<file path="src/rtl/wb_i2c_sequencer.sv">
// Wishbone master that steps the IICMB I2C core (CSR/DPR/CMDR/FSMR) through complete transfers.
// One request at a time: write bytes stream in, read bytes stream out, one status word per request.
module wb_i2c_sequencer #(
  parameter int LEN_W   = 8,
  parameter int BUS_ID  = 0,
  parameter int TIMEOUT = 4096
) (
  input  logic             clk_i,
  input  logic             rst_ni,
  input  logic             req_valid_i,
  output logic             req_ready_o,
  input  logic             req_rd_i,
  input  logic [6:0]       req_addr_i,
  input  logic [LEN_W-1:0] req_len_i,
  input  logic             wdat_valid_i,
  output logic             wdat_ready_o,
  input  logic [7:0]       wdat_i,
  output logic             rdat_valid_o,
  output logic [7:0]       rdat_o,
  output logic             rdat_last_o,
  output logic             rsp_valid_o,
  output logic [2:0]       rsp_status_o,
  output logic             wb_cyc_o,
  output logic             wb_stb_o,
  output logic             wb_we_o,
  output logic [1:0]       wb_adr_o,
  output logic [7:0]       wb_dat_o,
  input  logic [7:0]       wb_dat_i,
  input  logic             wb_ack_i,
  input  logic             irq_i
);

  localparam int TMR_W = $clog2(TIMEOUT + 1);

  localparam logic [1:0] A_CSR  = 2'd0;
  localparam logic [1:0] A_DPR  = 2'd1;
  localparam logic [1:0] A_CMDR = 2'd2;

  localparam logic [2:0] ST_OK     = 3'd0;
  localparam logic [2:0] ST_NAK    = 3'd1;
  localparam logic [2:0] ST_AL     = 3'd2;
  localparam logic [2:0] ST_ERR    = 3'd3;
  localparam logic [2:0] ST_TO     = 3'd4;
  localparam logic [2:0] ST_BADLEN = 3'd5;

  typedef enum logic [2:0] {
    S_INIT, S_IDLE, S_ISSUE, S_WDAT, S_BUS, S_WAIT, S_DECODE, S_RSP
  } state_t;

  typedef enum logic [3:0] {
    P_CSR, P_BUS_DPR, P_BUS_CMD, P_START, P_ADDR_DPR, P_ADDR_CMD,
    P_WDAT, P_WCMD, P_RCMD, P_RDPR, P_STOP
  } step_t;

  state_t           state;
  step_t            step;
  logic             active;
  logic             rd_q;
  logic [6:0]       addr_q;
  logic [LEN_W-1:0] len_q;
  logic [LEN_W-1:0] cnt;
  logic [TMR_W-1:0] tmr;
  logic [2:0]       status;
  logic [2:0]       flags;   // {NAK, AL, ERR} from the CMDR readback
  logic [LEN_W-1:0] cnt_nxt;
  logic             last_byte;

  assign cnt_nxt      = cnt + 1'b1;
  assign last_byte    = (cnt_nxt == len_q);
  assign req_ready_o  = (state == S_IDLE) && !rsp_valid_o;
  assign wdat_ready_o = (state == S_WDAT) && wdat_valid_i;

  always_ff @(posedge clk_i or negedge rst_ni) begin
    if (!rst_ni) begin
      state        <= S_INIT;
      step         <= P_CSR;
      active       <= 1'b0;
      rd_q         <= 1'b0;
      addr_q       <= '0;
      len_q        <= '0;
      cnt          <= '0;
      tmr          <= '0;
      status       <= ST_OK;
      flags        <= '0;
      rdat_valid_o <= 1'b0;
      rdat_o       <= '0;
      rdat_last_o  <= 1'b0;
      rsp_valid_o  <= 1'b0;
      rsp_status_o <= '0;
      wb_cyc_o     <= 1'b0;
      wb_stb_o     <= 1'b0;
      wb_we_o      <= 1'b0;
      wb_adr_o     <= '0;
      wb_dat_o     <= '0;
    end else begin
      rdat_valid_o <= 1'b0;
      rdat_last_o  <= 1'b0;
      rsp_valid_o  <= 1'b0;
      case (state)
        S_INIT: begin
          step  <= P_CSR;
          state <= S_ISSUE;
        end
        S_IDLE: begin
          if (req_valid_i && req_ready_o) begin
            rd_q   <= req_rd_i;
            addr_q <= req_addr_i;
            len_q  <= req_len_i;
            cnt    <= '0;
            status <= ST_OK;
            if (req_len_i == '0) begin
              rsp_valid_o  <= 1'b1;
              rsp_status_o <= ST_BADLEN;
            end else begin
              active <= 1'b1;
              step   <= P_BUS_DPR;
              state  <= S_ISSUE;
            end
          end
        end
        S_ISSUE: begin
          wb_cyc_o <= 1'b1;
          wb_stb_o <= 1'b1;
          wb_we_o  <= 1'b1;
          wb_adr_o <= A_CMDR;
          wb_dat_o <= 8'h00;
          state    <= S_BUS;
          case (step)
            P_CSR:      begin wb_adr_o <= A_CSR; wb_dat_o <= 8'hC0; end
            P_BUS_DPR:  begin wb_adr_o <= A_DPR; wb_dat_o <= 8'(BUS_ID); end
            P_BUS_CMD:  wb_dat_o <= 8'h06;
            P_START:    wb_dat_o <= 8'h04;
            P_ADDR_DPR: begin wb_adr_o <= A_DPR; wb_dat_o <= {addr_q, rd_q}; end
            P_ADDR_CMD: wb_dat_o <= 8'h01;
            P_WCMD:     wb_dat_o <= 8'h01;
            P_RCMD:     wb_dat_o <= last_byte ? 8'h03 : 8'h02;
            P_RDPR:     begin wb_we_o <= 1'b0; wb_adr_o <= A_DPR; end
            P_STOP:     wb_dat_o <= 8'h05;
            default:    wb_dat_o <= 8'h05;
          endcase
        end
        S_WDAT: begin
          if (wdat_valid_i) begin
            wb_cyc_o <= 1'b1;
            wb_stb_o <= 1'b1;
            wb_we_o  <= 1'b1;
            wb_adr_o <= A_DPR;
            wb_dat_o <= wdat_i;
            state    <= S_BUS;
          end
        end
        S_BUS: begin
          if (wb_ack_i) begin
            wb_cyc_o <= 1'b0;
            wb_stb_o <= 1'b0;
            if (wb_we_o && wb_adr_o == A_CMDR) begin
              tmr   <= TMR_W'(TIMEOUT - 1);
              state <= S_WAIT;
            end else if (wb_we_o && wb_adr_o == A_CSR) begin
              state <= active ? S_RSP : S_IDLE;
            end else if (wb_we_o) begin
              case (step)
                P_BUS_DPR:  step <= P_BUS_CMD;
                P_ADDR_DPR: step <= P_ADDR_CMD;
                default:    step <= P_WCMD;
              endcase
              state <= S_ISSUE;
            end else if (wb_adr_o == A_CMDR) begin
              flags <= wb_dat_i[6:4];
              state <= S_DECODE;
            end else begin
              rdat_o       <= wb_dat_i;
              rdat_valid_o <= 1'b1;
              rdat_last_o  <= last_byte;
              cnt          <= cnt_nxt;
              step         <= last_byte ? P_STOP : P_RCMD;
              state        <= S_ISSUE;
            end
          end
        end
        S_WAIT: begin
          // irq takes precedence over an expiring timer on the same cycle
          if (irq_i) begin
            wb_cyc_o <= 1'b1;
            wb_stb_o <= 1'b1;
            wb_we_o  <= 1'b0;
            wb_adr_o <= A_CMDR;
            state    <= S_BUS;
          end else if (tmr == '0) begin
            status <= ST_TO;
            step   <= P_CSR;
            state  <= S_ISSUE;
          end else begin
            tmr <= tmr - 1'b1;
          end
        end
        S_DECODE: begin
          if (flags[1]) begin
            if (status == ST_OK) status <= ST_AL;
            state <= S_RSP;
          end else if (flags[0]) begin
            if (status == ST_OK) status <= ST_ERR;
            if (step == P_STOP) begin
              state <= S_RSP;
            end else begin
              step  <= P_STOP;
              state <= S_ISSUE;
            end
          end else if (flags[2] && (step == P_ADDR_CMD || step == P_WCMD)) begin
            status <= ST_NAK;
            step   <= P_STOP;
            state  <= S_ISSUE;
          end else begin
            case (step)
              P_BUS_CMD: begin step <= P_START;    state <= S_ISSUE; end
              P_START:   begin step <= P_ADDR_DPR; state <= S_ISSUE; end
              P_ADDR_CMD: begin
                if (rd_q) begin
                  step  <= P_RCMD;
                  state <= S_ISSUE;
                end else begin
                  step  <= P_WDAT;
                  state <= S_WDAT;
                end
              end
              P_WCMD: begin
                cnt <= cnt_nxt;
                if (last_byte) begin
                  step  <= P_STOP;
                  state <= S_ISSUE;
                end else begin
                  step  <= P_WDAT;
                  state <= S_WDAT;
                end
              end
              P_RCMD:  begin step <= P_RDPR; state <= S_ISSUE; end
              default: state <= S_RSP;
            endcase
          end
        end
        S_RSP: begin
          rsp_valid_o  <= 1'b1;
          rsp_status_o <= status;
          active       <= 1'b0;
          state        <= S_IDLE;
        end
        default: state <= S_INIT;
      endcase
    end
  end

endmodule

</file>
<file path="config.mk">
export PLATFORM = sky130hd
export DESIGN_NAME = wb_i2c_sequencer
export DESIGN_NICKNAME = d
export VERILOG_FILES = /design/src/rtl/wb_i2c_sequencer.sv
export SDC_FILE = /design/constraint.sdc
export NUM_CORES = 1
export LEC_CHECK = 0
export CAP_MARGIN = 10
export CELL_PAD_IN_SITES_DETAIL_PLACEMENT = 0
export CELL_PAD_IN_SITES_GLOBAL_PLACEMENT = 2
export CORE_MARGIN = 8
export CORE_UTILIZATION = 33
export CTS_CLUSTER_DIAMETER = 100
export DETAILED_ROUTE_END_ITERATION = 8
export PLACE_DENSITY = 0.78
export SKIP_CTS_REPAIR_TIMING = 1
export SYNTH_ARGS = -nofsm -noshare
export SYNTH_HDL_FRONTEND = slang
export SYNTH_SLANG_ARGS = --single-unit
</file>
<file path="constraint.sdc">
create_clock -name clk_i -period 3.6 [get_ports clk_i]
set_input_delay 1.08 -clock clk_i [delete_from_list [all_inputs] [get_ports clk_i]]
set_output_delay 1.08 -clock clk_i [all_outputs]
set_load 0.03 [all_outputs]
</file>
==> results of run 1 <==
kinds of logic after synthesis:
| logic type | after synthesis | synth area share |
|---|---|---|
| buffers and inverters | 49 | 0.0448 |
| and+or+nand+nor | 209 | 0.245 |
| DFF | 77 | 0.446 |
| xor gates and xnor gates | 14 | 0.0284 |
| adders and majority gates | 2 | 0.00579 |
| muxes | 20 | 0.0576 |
| AOI/OAI and AO/OA | 118 | 0.173 |
worst reg2reg max path: cells and delay by family (launching register included):
family	cells	cell delay, ns
DFF	1	0.37
adders and majority gates	1	0.22
AOI/OAI and AO/OA	2	0.39
buffers and inverters	1	0.09
muxes	1	0.39
and+or+nand+nor	3	1.35
worst max path at each step:
stage                    to  slack (ns)
2_1_floorplan       step[2]        0.98
3_3_place_gp        step[2]        0.46
3_5_place_dp      rdat_o[3]        0.44
4_1_cts        wdat_ready_o        0.54
5_1_grt        wdat_ready_o        0.50
6_report       wdat_ready_o        0.54
state kept, by name, summed over array words and instances, names as in the netlist:
| name | cells |
|---|---|
| active | 1 |
| addr_q | 7 |
| cnt | 8 |
| flags | 3 |
| len_q | 8 |
| rd_q | 1 |
| rdat_last_o | 1 |
| rdat_o | 8 |
| rdat_valid_o | 1 |
| rsp_status_o | 3 |
| rsp_valid_o | 1 |
| state | 3 |
| status | 3 |
| step | 4 |
| tmr | 13 |
| wb_adr_o | 2 |
| wb_dat_o | 8 |
| wb_stb_o | 1 |
| wb_we_o | 1 |
where the power goes:
group / total, mW / internal, mW / switching, mW / leakage, nW
registers: 1.56 / 1.20 / 0.353 / 0.968
logic: 2.22 / 0.957 / 1.26 / 1.21
clock network: 0.901 / 0.558 / 0.343 / 0.138
final cells by class:
class                      count  share of cell area
clock buffer                  15              0.0471
clock inverter                 1             0.00549
inverter                      17              0.0126
multi-input combinational    363               0.403
sequential                    77               0.352
tap                          176              0.0403
timing repair buffer          80               0.139
cells in the mapped netlist (4+ instances only):
library cell | number | share of area
inv_1 | 15 | 0.013
and3_1 | 9 | 0.013
or3_1 | 6 | 0.0087
xnor2_1 | 6 | 0.012
o22ai_1 | 4 | 0.0058
nand3_1 | 19 | 0.022
o21ai_0 | 38 | 0.044
mux2i_1 | 5 | 0.012
nor2b_1 | 13 | 0.019
nor2_1 | 31 | 0.027
o31ai_1 | 9 | 0.016
nand4_1 | 5 | 0.0072
nor3_1 | 15 | 0.017
clkbuf_1 | 27 | 0.023
a22oi_1 | 5 | 0.0087
dfrtp_1 | 77 | 0.45
xor2_1 | 8 | 0.016
mux2_4 | 8 | 0.028
nand2b_1 | 13 | 0.019
a31oi_1 | 7 | 0.010
nand2_1 | 75 | 0.065
mux2_2 | 7 | 0.018
a21oi_1 | 25 | 0.029
per-layer routing:
layer  GRT usage  vias to the layer above  wire [um]
li1            -                     1844          -
met1       0.199                     1808       5670
met2       0.239                       73       5820
met3      0.0471                       11        602
met4      0.0439                        0        159
met5           0                        -          0
==> run metrics, run 1 <==
first-pass GRT wire length 19900 um; Peak supply drop around 0.39 mV; row count 42; Final Instance Count excl. Fillers between 700 and 800; root buf cell clkbuf_16; min Tclk post-route slightly above 3 ns; Slowest Stage Delay on Critical Path 0.52 ns; Hold EP addr_q[5]; FF-to-FF setup slack approximately 0.67 ns; Pleak ~2.3 nW; post-route cell area roughly 5500 um2; Pins Over Slew Limit 0; most common flop cell mapped by yosys dfrtp_1; Arr. time, crit path roughly 2.0 ns; fin crit share 0.850; final worst slack between 0.5 and 0.6 ns; worst path required time about 2.5 ns; reg2reg start tmr[0]; mean routed wirelength per cell ~17 um; FILL cells 1368; CP delay by family, top buffers and inverters; vias between 3000 and 4000; ANT cells 0; Reg area approximately 1900 um2; Hold Path Cell Cnt 2; register area share after synthesis 0.446; number of cells on the critical path 4; cells along the critical path clkdlybuf4s50_1 > nand2_1 > inv_1 > buf_4; commonest non-fill, non-tap cell in the layout dfrtp_1; Chip Height about 130 um; H-tree depth 3; CP startpoint wdat_valid_i; synthesized area 4320 um2; synth unique cells slightly above 60; Die ar. between 15000 and 20000 um2; vias per cell 5.12; CTS tree built; CTS Buf Count 9; clock skew 0.00828 ns; area of the multi-input gates approximately 2200 um2; CP Max Fanout 3; Total GRT Usage 0.153; IO buf count 66; Seq cells post-synth 77; Max-slew headroom 0.331; io pins between 60 and 70; Worst Tran Pin Value approximately 1.0 ns; dpl cells roughly 710; Synth Net Count 529; placed instance area roughly 5200 um2; Crit Reg-Reg Endpoint step[2]; Area growth syn-to-layout 26.4%; DRC errors left 0; Pwr Density 855 nW/um2; TNS Setup 0 ns; Setup CP Type primary input to output pin; core area 13000 um2; Fmax 327 MHz; layout cells sized above 1 0.0958; commonest non-fill, non-tap cells in the layout dfrtp_1, nand2_1, clkdlybuf4s50_1; hpwl dp between 8000 and 9000 um; DRT iter0 DRCs approximately 230; Post-synth EDFFs 0; RSZ-0062 raised after global routing false; drt first pass iters 4; Hold WC Path Type flop to flop; Startpoint Class primary input; Cells after Synth a little under 500; Reg2Reg Depth 8; Antenna Nets Post-Route 0; total gr overflow 0; max_cap viols 0; clock sink total 77; CTS Buffer Depth 2; largest net degree at the start of global routing 78; Hold Fails Final Rpt 0; Max stage delay cell, worst path clkdlybuf4s50_1; Routed WL between 10000 and 15000 um; Finish-stage setup viols 0; initial antenna violation count 0; Hold Crit Start addr_q[5]; WHS approximately 0.48 ns; Crit path buffers/inverters 3; worst slack, placed between 0.4 and 0.5 ns; status finished, final reports clean; asr flop ratio synth 1.00; clock network latency to the later pin of the worst-skew pair roughly 0.34 ns; Layout Nets between 500 and 600; Reg clk slew, reported paths roughly 0.060 ns; vias in the first global route about 3800; endpoint type of the worst setup path output pin; Placer Congestion around 0.84; synth warn 0; average instance area after synthesis a little under 9 um2; Tot Pwr 4.67 mW; final core occ 0.420; initial cell density of the core 0.332; chip width roughly 130 um
Power figures use the tool's default switching activity.
==> inputs of run 2 (changes only) <==
CORE_UTILIZATION = 35   (was 33)
PLACE_DENSITY = 0.82   (was 0.78)
clock period = 3.8 ns   (was 3.6 ns; I/O delays follow)
==> run 2 against run 1 <==
  * Critical path depth did not move
  * Sequential share of layout area increased by 0.28 points
  * Sequential power fell by 4%
  * Clock power fell by 11%
  * Total power shrank 7.2%
  * Via count decreased by 0.35%
  * Hold slack got worse by 0.0065 ns
  * Utilization grew 3.0 points
  * Flip-flop and latch count stayed put
  * Final area decreased by 0.80%
  * Count of clock-buffer cells in the layout shrank 6
  * Clock skew decreased by 0.0034 ns
  * Critical endpoint unchanged
  * Largest cell class unchanged
  * Highest routed layer unchanged
==> run metrics, run 2 (synthesized netlist as in run 1, its figures left out) <==
sequential share of power 0.345 (+0.012); area of the multi-input gates 2200 um2 (unchanged); min Tclk post-route 3.61 ns; Switch Pwr 1.87 mW (-4.5%); layout cells sized above 1 0.0982 (+0.00234); Arr. time, crit path 2.47 ns (+0.49 ns); vias in the first global route 3802 (+1.2%); Reg area 1930 um2 (unchanged); max reg flops 13 (unchanged); Area growth syn-to-layout 25.4%; status finished, final reports clean; Die ar. 16200 um2 (-5.0%); largest net degree at the start of global routing 78 (unchanged); Placer Congestion 0.843 (+0.91%); Total GRT Usage 0.156 (+0.00328); DRC errors left 0 (unchanged); FILL cells 1163 (-15%); Chip Height 127 um (-2.5%); clock skew 0.00491 ns (-0.00337 ns); ANT cells 0 (unchanged); mean routed wirelength per cell 16.6 um (-1.2%); fin crit share 0.949; cell internal pwr 2.47 mW (-9.1%); Comb pwr share 0.471 (-0.003); placed instance area 5150 um2 (-0.58%); Fmax around 280 MHz; Layout Nets 585 (-0.51%); vias per cell 5.19 (+1.2%); Clock power frac 0.184 (-0.009); core area 12100 um2 (-7.4%); first-pass GRT wire length 20200 um (+1.2%); RSZ-0062 raised after global routing false; commonest non-fill, non-tap cells in the layout dfrtp_1, nand2_1, clkdlybuf4s50_1; Pins Over Slew Limit 0 (unchanged); row count 40 (-4.8%); Routed WL 11900 um (-2.7%); Setup CP Type primary input to output pin; total gr overflow 0 (unchanged); CTS Buffer Depth 2 (unchanged); Finish-stage setup viols 0 (unchanged); DRT iter0 DRCs 225 (-3.8%); max_cap viols 0 (unchanged); Peak supply drop 0.353 mV (-8.8%); Max-slew headroom 0.333 (+0.00253); Worst Tran Pin Value 1.00 ns (-0.00380 ns); Pleak 2.30 nW (-0.80%); Hold Fails Final Rpt 0 (unchanged); worst path required time 2.66 ns (+0.14 ns); endpoint type of the worst setup path output pin; IO buf count 66 (unchanged); clock network latency to the later pin of the worst-skew pair 0.34 ns (about the same); drt first pass iters 5 (+1); Top reg by flops tmr; CTS tree built; Hold WC Path Type flop to flop; CP Max Fanout 3 (unchanged); commonest non-fill, non-tap cell in the layout dfrtp_1; post-route cell area 5420 um2 (-0.80%); Antenna Nets Post-Route 0 (unchanged); hpwl dp 8640 um (-2.9%); clock sink total 77 (unchanged); chip width 127 um (-2.5%); H-tree depth 3 (unchanged); Startpoint Class primary input; root buf cell clkbuf_16; Sw Share 0.430 (+0.0120); Pwr Density 800 nW/um2 (-6.4%); TNS Setup 0 ns (unchanged); io pins 67 (unchanged); CTS Buf Count 9 (unchanged); vias 3723 (-0.35%); initial cell density of the core 0.359 (+0.0267); initial antenna violation count 0 (unchanged); Reg clk slew, reported paths 0.06 ns (about the same)
==> run 2: cell count changes in the layout (fill, tap and decap cells not counted), sizes merged <==
cell / previous run / this run
bufinv: 1 / 0
clkinv: 2 / 6
clkbuf: 15 / 9
inv: 15 / 17
buf: 16 / 12
clkdlybuf4s50: 64 / 65
clkinvlp: 0 / 1
==> run 2: critical path, cell delays in order <==
cell	delay (ns)
clkdlybuf4s50_1	0.50
nand2_1	0.08
inv_1	0.08
clkdlybuf4s50_1	0.68
==> run 2: layout make-up <==
cell class	instances	area share
timing repair buffer	77	0.137
multi-input combinational	363	0.406
clock inverter	7	0.00900
sequential	77	0.355
inverter	17	0.0127
tap	168	0.0388
clock buffer	9	0.0415
==> run 2: stage by stage <==
| stage | setup WS [ns] | hold slack [ns] | util | instances | total power, mW |
|---|---|---|---|---|---|
| after floorplan | 1.18 | 0.440 | - | 489 | 2.85 |
| after global placement | 0.200 | 0.467 | 0.427 | 702 | 3.55 |
| after detailed placement | 0.196 | 0.466 | 0.427 | 702 | 3.57 |
| after CTS | 0.189 | 0.481 | 0.450 | 718 | 4.40 |
| after global routing | 0.0733 | 0.494 | 0.450 | 718 | 4.68 |
| final | 0.193 | 0.477 | 0.450 | 718 | 4.34 |
==> run 2: metal layers <==
layer,wire length (um),global-route usage,vias to the layer above
met5,0,0,-
met4,195,0.0672,0
met3,603,0.0445,13
met2,5390,0.236,83
met1,5730,0.203,1784
li1,-,-,1843
==> run 2: power groups by stage <==
stage / clock network (mW) / registers (mW) / logic (mW)
after floorplan: 0 / 1.58 / 1.27
after global placement: 0 / 1.50 / 2.05
after detailed placement: 0 / 1.51 / 2.06
after CTS: 0.824 / 1.50 / 2.07
after global routing: 0.856 / 1.56 / 2.26
final: 0.798 / 1.50 / 2.04
==> run 2: final timing paths <==
kind | slack, ns | endpoint | cells past startpoint | start
setup / recovery | 0.19 | wdat_ready_o | 4 | wdat_valid_i
hold / removal | 0.48 | addr_q[6] | 2 | addr_q[6]
setup reg to reg | 0.86 | step[2] | 8 | tmr[0]
hold reg to reg | 0.48 | addr_q[6] | 2 | addr_q[6]
max in group asynchronous | 2.18 | state[1] | 1 | rst_ni
min in group asynchronous | 0.96 | len_q[3] | 1 | rst_ni
